<file path="src/rtl/seg_scan_ctrl_if.sv">
// Bus bundle between a display-data source and the 4-digit scan controller.
interface seg_scan_ctrl_if;
  logic        load;
  logic [15:0] bcd_in;
  logic        lzb;
  logic [3:0]  bcd_out;
  logic [3:0]  an;
  logic        pending;

  modport master (
    output load, bcd_in, lzb,
    input  bcd_out, an, pending
  );

  modport slave (
    input  load, bcd_in, lzb,
    output bcd_out, an, pending
  );
endinterface

</file>
<file path="src/rtl/seg_scan_ctrl.sv">
// Four-digit 7-segment scan controller: time-multiplexes one BCD decoder
// across four anodes, with a shadow register that is transferred to the
// visible digits only at frame boundaries, plus optional leading-zero blanking.
module seg_scan_ctrl #(
  parameter int unsigned DIV   = 1000,
  parameter int unsigned BLANK = 2
) (
  input  logic           clk,
  input  logic           rst,
  seg_scan_ctrl_if.slave bus
);

  localparam int unsigned CNT_W = $clog2(DIV);

  logic [CNT_W-1:0] cnt;
  logic [1:0]       idx;
  logic [15:0]      shadow;
  logic [15:0]      display;
  logic             pending;

  logic             slot_end;
  logic             frame_end;
  logic             in_blank;
  logic [3:0]       digit;
  logic             z3, z2, z1;
  logic             lz_blank;

  assign slot_end  = (cnt == CNT_W'(DIV - 1));
  assign frame_end = slot_end && (idx == 2'd3);

  // Anodes are held off for the first BLANK cycles of each slot to hide ghosting.
  generate
    if (BLANK == 0) begin : g_noblank
      assign in_blank = 1'b0;
    end else begin : g_blank
      assign in_blank = (cnt < CNT_W'(BLANK));
    end
  endgenerate

  // Slot/digit counters, shadow capture and frame-aligned display transfer.
  always_ff @(posedge clk or posedge rst) begin
    if (rst) begin
      cnt     <= '0;
      idx     <= 2'd0;
      shadow  <= 16'h0000;
      display <= 16'h0000;
      pending <= 1'b0;
    end else begin
      cnt <= slot_end ? '0 : cnt + 1'b1;
      if (slot_end)
        idx <= idx + 2'd1;
      // Display takes the pre-edge shadow, so a coincident load still pends.
      if (frame_end && pending)
        display <= shadow;
      if (bus.load) begin
        shadow  <= bus.bcd_in;
        pending <= 1'b1;
      end else if (frame_end) begin
        pending <= 1'b0;
      end
    end
  end

  // Select the digit currently being scanned.
  always_comb begin
    digit = display[3:0];
    case (idx)
      2'd0: digit = display[3:0];
      2'd1: digit = display[7:4];
      2'd2: digit = display[11:8];
      2'd3: digit = display[15:12];
      default: digit = display[3:0];
    endcase
  end

  // A digit is a leading zero when it and every more significant digit is zero.
  always_comb begin
    z3       = (display[15:12] == 4'h0);
    z2       = z3 && (display[11:8] == 4'h0);
    z1       = z2 && (display[7:4] == 4'h0);
    lz_blank = 1'b0;
    case (idx)
      2'd1: lz_blank = z1;
      2'd2: lz_blank = z2;
      2'd3: lz_blank = z3;
      default: lz_blank = 1'b0;
    endcase
  end

  // Drive decoder code and one-hot anode from registered state and lzb only.
  always_comb begin
    bus.bcd_out = (bus.lzb && lz_blank) ? 4'hF : digit;
    bus.an      = 4'b0000;
    if (!in_blank)
      bus.an[idx] = 1'b1;
    bus.pending = pending;
  end

endmodule

</file>
<file path="src/flat_wrapper.sv">
// flat-port wrapper written by rule: the top's interface ports become plain ports
module seg_scan_ctrl_flat 
#(
  parameter int unsigned DIV   = 1000,
  parameter int unsigned BLANK = 2
)
  (clk, rst, bus_load, bus_bcd_in, bus_lzb, bus_bcd_out, bus_an, bus_pending);
  seg_scan_ctrl_if bus_i ();
  input  logic clk;
  input  logic rst;
  input wire logic [$bits(bus_i.load)-1:0] bus_load;
  input wire logic [$bits(bus_i.bcd_in)-1:0] bus_bcd_in;
  input wire logic [$bits(bus_i.lzb)-1:0] bus_lzb;
  output wire logic [$bits(bus_i.bcd_out)-1:0] bus_bcd_out;
  output wire logic [$bits(bus_i.an)-1:0] bus_an;
  output wire logic [$bits(bus_i.pending)-1:0] bus_pending;
  assign bus_i.load = bus_load;
  assign bus_i.bcd_in = bus_bcd_in;
  assign bus_i.lzb = bus_lzb;
  assign bus_bcd_out = bus_i.bcd_out;
  assign bus_an = bus_i.an;
  assign bus_pending = bus_i.pending;
  seg_scan_ctrl #(.DIV(DIV), .BLANK(BLANK)) u_core (.clk(clk), .rst(rst), .bus(bus_i));
endmodule
</file>
<file path="config.mk">
export PLATFORM = sky130hd
export DESIGN_NAME = seg_scan_ctrl_flat
export DESIGN_NICKNAME = d
export VERILOG_FILES = /design/src/rtl/seg_scan_ctrl_if.sv /design/src/rtl/seg_scan_ctrl.sv /design/src/flat_wrapper.sv
export SDC_FILE = /design/constraint.sdc
export NUM_CORES = 1
export LEC_CHECK = 0
export BUFFER_PORTS_ARGS = -buffer_cell sky130_fd_sc_hd__buf_2
export CAP_MARGIN = 5
export CORE_MARGIN = 2
export CORE_UTILIZATION = 51
export DETAILED_ROUTE_END_ITERATION = 12
export PLACE_DENSITY_LB_ADDON = 0.25
export SETUP_SLACK_MARGIN = 0.15
export SLEW_MARGIN = 10
export SYNTH_ARGS = -nofsm -noshare
export SYNTH_HDL_FRONTEND = slang
export SYNTH_SLANG_ARGS = --single-unit
</file>
<file path="constraint.sdc">
create_clock -name clk -period 2.2 [get_ports clk]
set_input_delay 0.33 -clock clk [delete_from_list [all_inputs] [get_ports clk]]
set_output_delay 0.33 -clock clk [all_outputs]
set_load 0.02 [all_outputs]
</file>
# == Word level (Yosys, flattened, before mapping) ==
# Index checks and enable logic that the tools add are counted.
# totals
register_bits,45
input_bits,20
output_inout_bits,9
wordCells,34
# op_classes
addsub,2
n_lt_le_gt_ge,3
eq_ne,4
muxes,9
n_reduce_logical,11
# op_table
cell,count
one-hot mux 4 bit (4 select lines),1
logical NOT 4 bit,3
"adder 10 x 1 -> 10 bit, second input constant",1
"== test 10 bit, second input constant",1
"less-than comparator 10 x 2 -> 1 bit, second input constant",1
2-to-1 mux 10 bit,1
2-to-1 mux 4 bit,2
logical AND 1 bit,6
"== test 2 bit, second input constant",2
"less-than comparator 2 x 3 -> 1 bit, second input constant",1
2-to-1 mux 1 bit,3
one-hot mux 1 bit (3 select lines),1
"adder 2 x 1 -> 2 bit, second input constant",1
demux 1 bit (select 2 bit),1
"== test 2 x 1 -> 1 bit, second input constant",1
"greater-or-equal comparator 2 x 1 -> 1 bit, second input constant",1
logical NOT 2 bit,1
nonzero test 2 bit,1

# == Logic depth before layout (Yosys ltp) ==
# depth
word_depth,6
mapped_depth,6
depth_no_buf,5

# == Worst setup path before layout ==
# No wires, ideal clock.
# synth_path
kind,reg2reg
start,reg u_core.idx[1]
end,reg u_core.display[0]
t_arrival_ps,1696
required_time_ps,2075
slack_ps,379
path_stages_with_launch,7
path_cell_list,dfrtp_1 -> ha_1 -> buf_2 -> inv_1 -> nor4_4 -> buf_6 -> mux2_2
# synth_between
elab_chain_len,3
# synth_rtl
element,line_no,source
from (decl),seg_scan_ctrl.sv:16,logic [1:0] idx;
from (signal assigned),seg_scan_ctrl.sv:51,idx <= idx + 2'd1;
== test 2 bit,seg_scan_ctrl.sv:29,assign frame_end = slot_end && (idx == 2'd3);
logical AND 1 bit,seg_scan_ctrl.sv:29,
logical AND 1 bit,seg_scan_ctrl.sv:53,if (frame_end && pending)
to (signal assigned),seg_scan_ctrl.sv:54,display <= shadow;
to (decl),seg_scan_ctrl.sv:18,logic [15:0] display;
# No other way between the ends.
# A chain may end at the register's enable or synchronous reset.

# == Final worst setup path ==
# layout_path
start,reg u_core.idx[1]
end,out bus_bcd_out[1]
# layout_between
elab_chain_len,4
# layout_rtl
element,line_no,source
== test 2 bit / == test 2 x 1 -> 1 bit (equally long branches),"seg_scan_ctrl.sv:67, seg_scan_ctrl.sv:82",
one-hot mux 1 bit (3 select lines),seg_scan_ctrl.sv:82,case (idx)
logical AND 1 bit,seg_scan_ctrl.sv:92,bus.bcd_out = (bus.lzb && lz_blank) ? 4'hF : digit;
2-to-1 mux 4 bit *,seg_scan_ctrl.sv:92,
to (decl),flat_wrapper.sv:14,output wire logic [$bits(bus_i.bcd_out)-1:0] bus_bcd_out;
# Every way passes the cells marked *; elsewhere a longest branch is shown, timed or not.

==> results.yml <==
place:
  dp_hpwl_mm: 2.70
  dpl.cell_count: 241
  port_buffers: 28
  place.gp.congestion: 0.783
  place_area_um2: 2300
sta:
  worstMarginPinSlew_ns: 0.554
  hold_violations: 0
  finalSetupViolCount: 0
  holdWs_ns: 0.161
  drv_slew: 0
  fin_setup_tns_ns: 0
  slew_headroom_pct: 63.1
  fin_skew_ns: 0.00692
  rsz0062_at_grt: "yes"
  finalCriticalPeriod_ns: 2.04
  clock.fmax_ghz: 0.491
  period_share_pct: 92.6
logic_synthesis:
  synth_warnings: 0
  async_flop_share_pct: 100
  synth_edf_count: 0
  synth_top_cell_by_area: "dfrtp_1"
  synthAdderAreaFrac_pct: 3.58
  ys_types: 35
  synth_top_family_by_area: "multiplexers"
  synth_mux_area_share_pct: 17.7
  synthesis.area_um2: 2100
  ys_seq_elements: 45
  synth.area.top_cells: "dfrtp_1 (54%), mux2_2 (18%), ha_1 (3.6%)"
  synth-compound-area-share_pct: 8.34
  yosysMostFrequentCell: "dfrtp_1"
  yosysSeqAreaShare_pct: 53.6
  synth_simple_gate_area_share_pct: 12.3
  synth_nets: 191
  yosysTopAreaCellShare_pct: 53.6
  synth_ff_type: "dfrtp_1"
  synthCells: 165
  synth_common_cells: "dfrtp_1 (45), mux2_2 (33), inv_1 (8)"
  yosys.area_share.xor_xnor_pct: 1.67
  syn_avg_cell_area_um2: 12.7
pwr:
  power_frac_comb_pct: 4.3
  p_switching_w: 0.000324
  power_density_nw_per_um2: 657
  switching_share_pct: 19.4
  power_frac_seq_pct: 52.1
  clkPwrFrac_pct: 43.6
  internal-power_w: 0.00135
  vdd_drop_max_uv: 510
  power.leakage_nw: 1.14
cts:
  cts_buffers: 5
  hold_buffers: 0
  root_buffer: "clkbuf_8"
  clock_sinks: 45
  h-tree-depth: 2
  cts_tree: "built"
  worstSkewPairLatency_ns: 0.30
  path_clk_slew_ns: 0.09
  clockBufferDepth: 2
floorplan:
  fp.dieArea_um2: 4650
  pin_count: 29
  die_x_um: 68.2
  fp-row-count: 23
  die_height_um: 68.2
  core-area_um2: 3970
  start_util_pct: 52.9
global_route:
  grt_pass1_wl_mm: 6.47
  grt_max_degree: 46
  grt_usage_pct: 19.1
  antenna_found_initial: 0
  grt_pass1_vias: 1365
  grt-ovfl-total: 0
drt:
  vias_per_cell: 5.60
  wl_met3_um: 134
  drt_pass1_iterations: 5
  drc: 0
  routed_wl_mm: 3.95
  drt_iter0_markers: 118
  ant_nets: 0
  routed-via-count: 1412
  routed.top_layer: "met4"
  wl_per_cell_um: 15.7
  wl_met1_mm: 1.79
  wl_met2_mm: 1.93
run:
  max_cap_violations: 0
outcome:
  status: "finished, final reports clean"
cells_and_area:
  layout-drive-gt1-share_pct: 47.0
  nFillCells: 300
  stdcell_count: 252
  post-route-cell-area_um2: 2540
  fin_nets: 227
  antenna_cells: 0
  multi_input_area_um2: 988
  regArea_um2: 1130
  syn_to_final_growth_pct: 21.0
setup_path:
  path_class: "reg2out"
  arrival_ns: 1.71
  cp.required_ns: 1.87
  worstSetupEndpointType: "primary output"
  cp_max_fo: 8
  cp-start-kind: "flip-flop"
worst_hold_path:
  min_path_type: "in2async"
logic make-up after synthesis:
family                   Yosys count
flip-flops                        45
adder cells (fa/ha/maj)            6
buffers and inverters             13
XOR/XNOR                           4
AO/OA/AOI/OAI                     23
multiplexers                      33
AND/OR/NAND/NOR                   41
cell type report:
type	instances	share of cell area (%)
inverters	8	1.18
repair buffers	34	7.64
clock inverters	3	2.56
well taps	50	2.46
clock buffers	5	2.71
multi-input cells	107	38.9
flip-flops and latches	45	44.5
what timing repair did:
item                       in CTS  in global routing
gates resized for setup        15                  7
pin swaps                       3                  6
buffers inserted                3                  0
setup endpoints to repair       7                  7
stage by stage:
| stage | worst slack [ns] | utilization (%) | total power (W) |
|---|---|---|---|
| after floorplan | 0.379 | - | 0.000929 |
| after global placement | 0.408 | 57.8 | 0.000956 |
| after detailed placement | 0.329 | 57.8 | 0.000962 |
| after CTS | 0.109 | 63.4 | 0.00169 |
| after global routing | 0.0583 | 64.0 | 0.00173 |
| final | 0.163 | 64.0 | 0.00167 |
placed cells by master, fill, tap and decap left out, drive strengths merged, types with 5 or more instances in the layout:
master  instances
nor4            5
inv             8
nand2           6
ha              6
mux2           33
nor2            5
nand3           5
buf            34
clkbuf          5
dfrtp          45
sequential cells by signal (all words and copies together) (netlist names):
name                cells
u_core.cnt             10
u_core.idx              2
u_core.shadow          16
u_core.bus.pending      1
u_core.display         16
worst max-delay path: stages (launching register included):
cell	delay (ns)
dfrtp_2	0.46
ha_4	0.21
a222oi_1	0.35
nand2_1	0.10
o2bb2ai_1	0.12
buf_4	0.16
routing by layer:
metal	track usage, %	vias to the layer above
met2	31.1	30
li1	-	679
met4	10.0	0
met3	3.45	7
met5	0	-
met1	24.3	696
worst paths after layout:
check                              start                  to  slack, ns  cells after the start
max                        u_core.idx[1]      bus_bcd_out[1]       0.16                      5
min                                  rst   u_core.display[2]       0.16                      3
max reg2reg                u_core.cnt[1]  u_core.display[15]       0.34                      5
min reg2reg                u_core.cnt[0]       u_core.cnt[0]       0.47                      1
max in group asynchronous            rst       u_core.cnt[5]       1.64                      3
min in group clk           bus_bcd_in[2]    u_core.shadow[2]       0.25                      2
power by group through the flow:
stage / clock network, W / registers [W] / logic (W)
3_3_place_gp: 0 / 0.000886 / 0.0000697
3_5_place_dp: 0 / 0.000887 / 0.0000741
6_report: 0.000727 / 0.000871 / 0.0000719
5_1_grt: 0.000772 / 0.000874 / 0.0000814
2_1_floorplan: 0 / 0.000881 / 0.0000484
4_1_cts: 0.000743 / 0.000871 / 0.0000744
No activity file was read; power rests on OpenSTA's default activity.
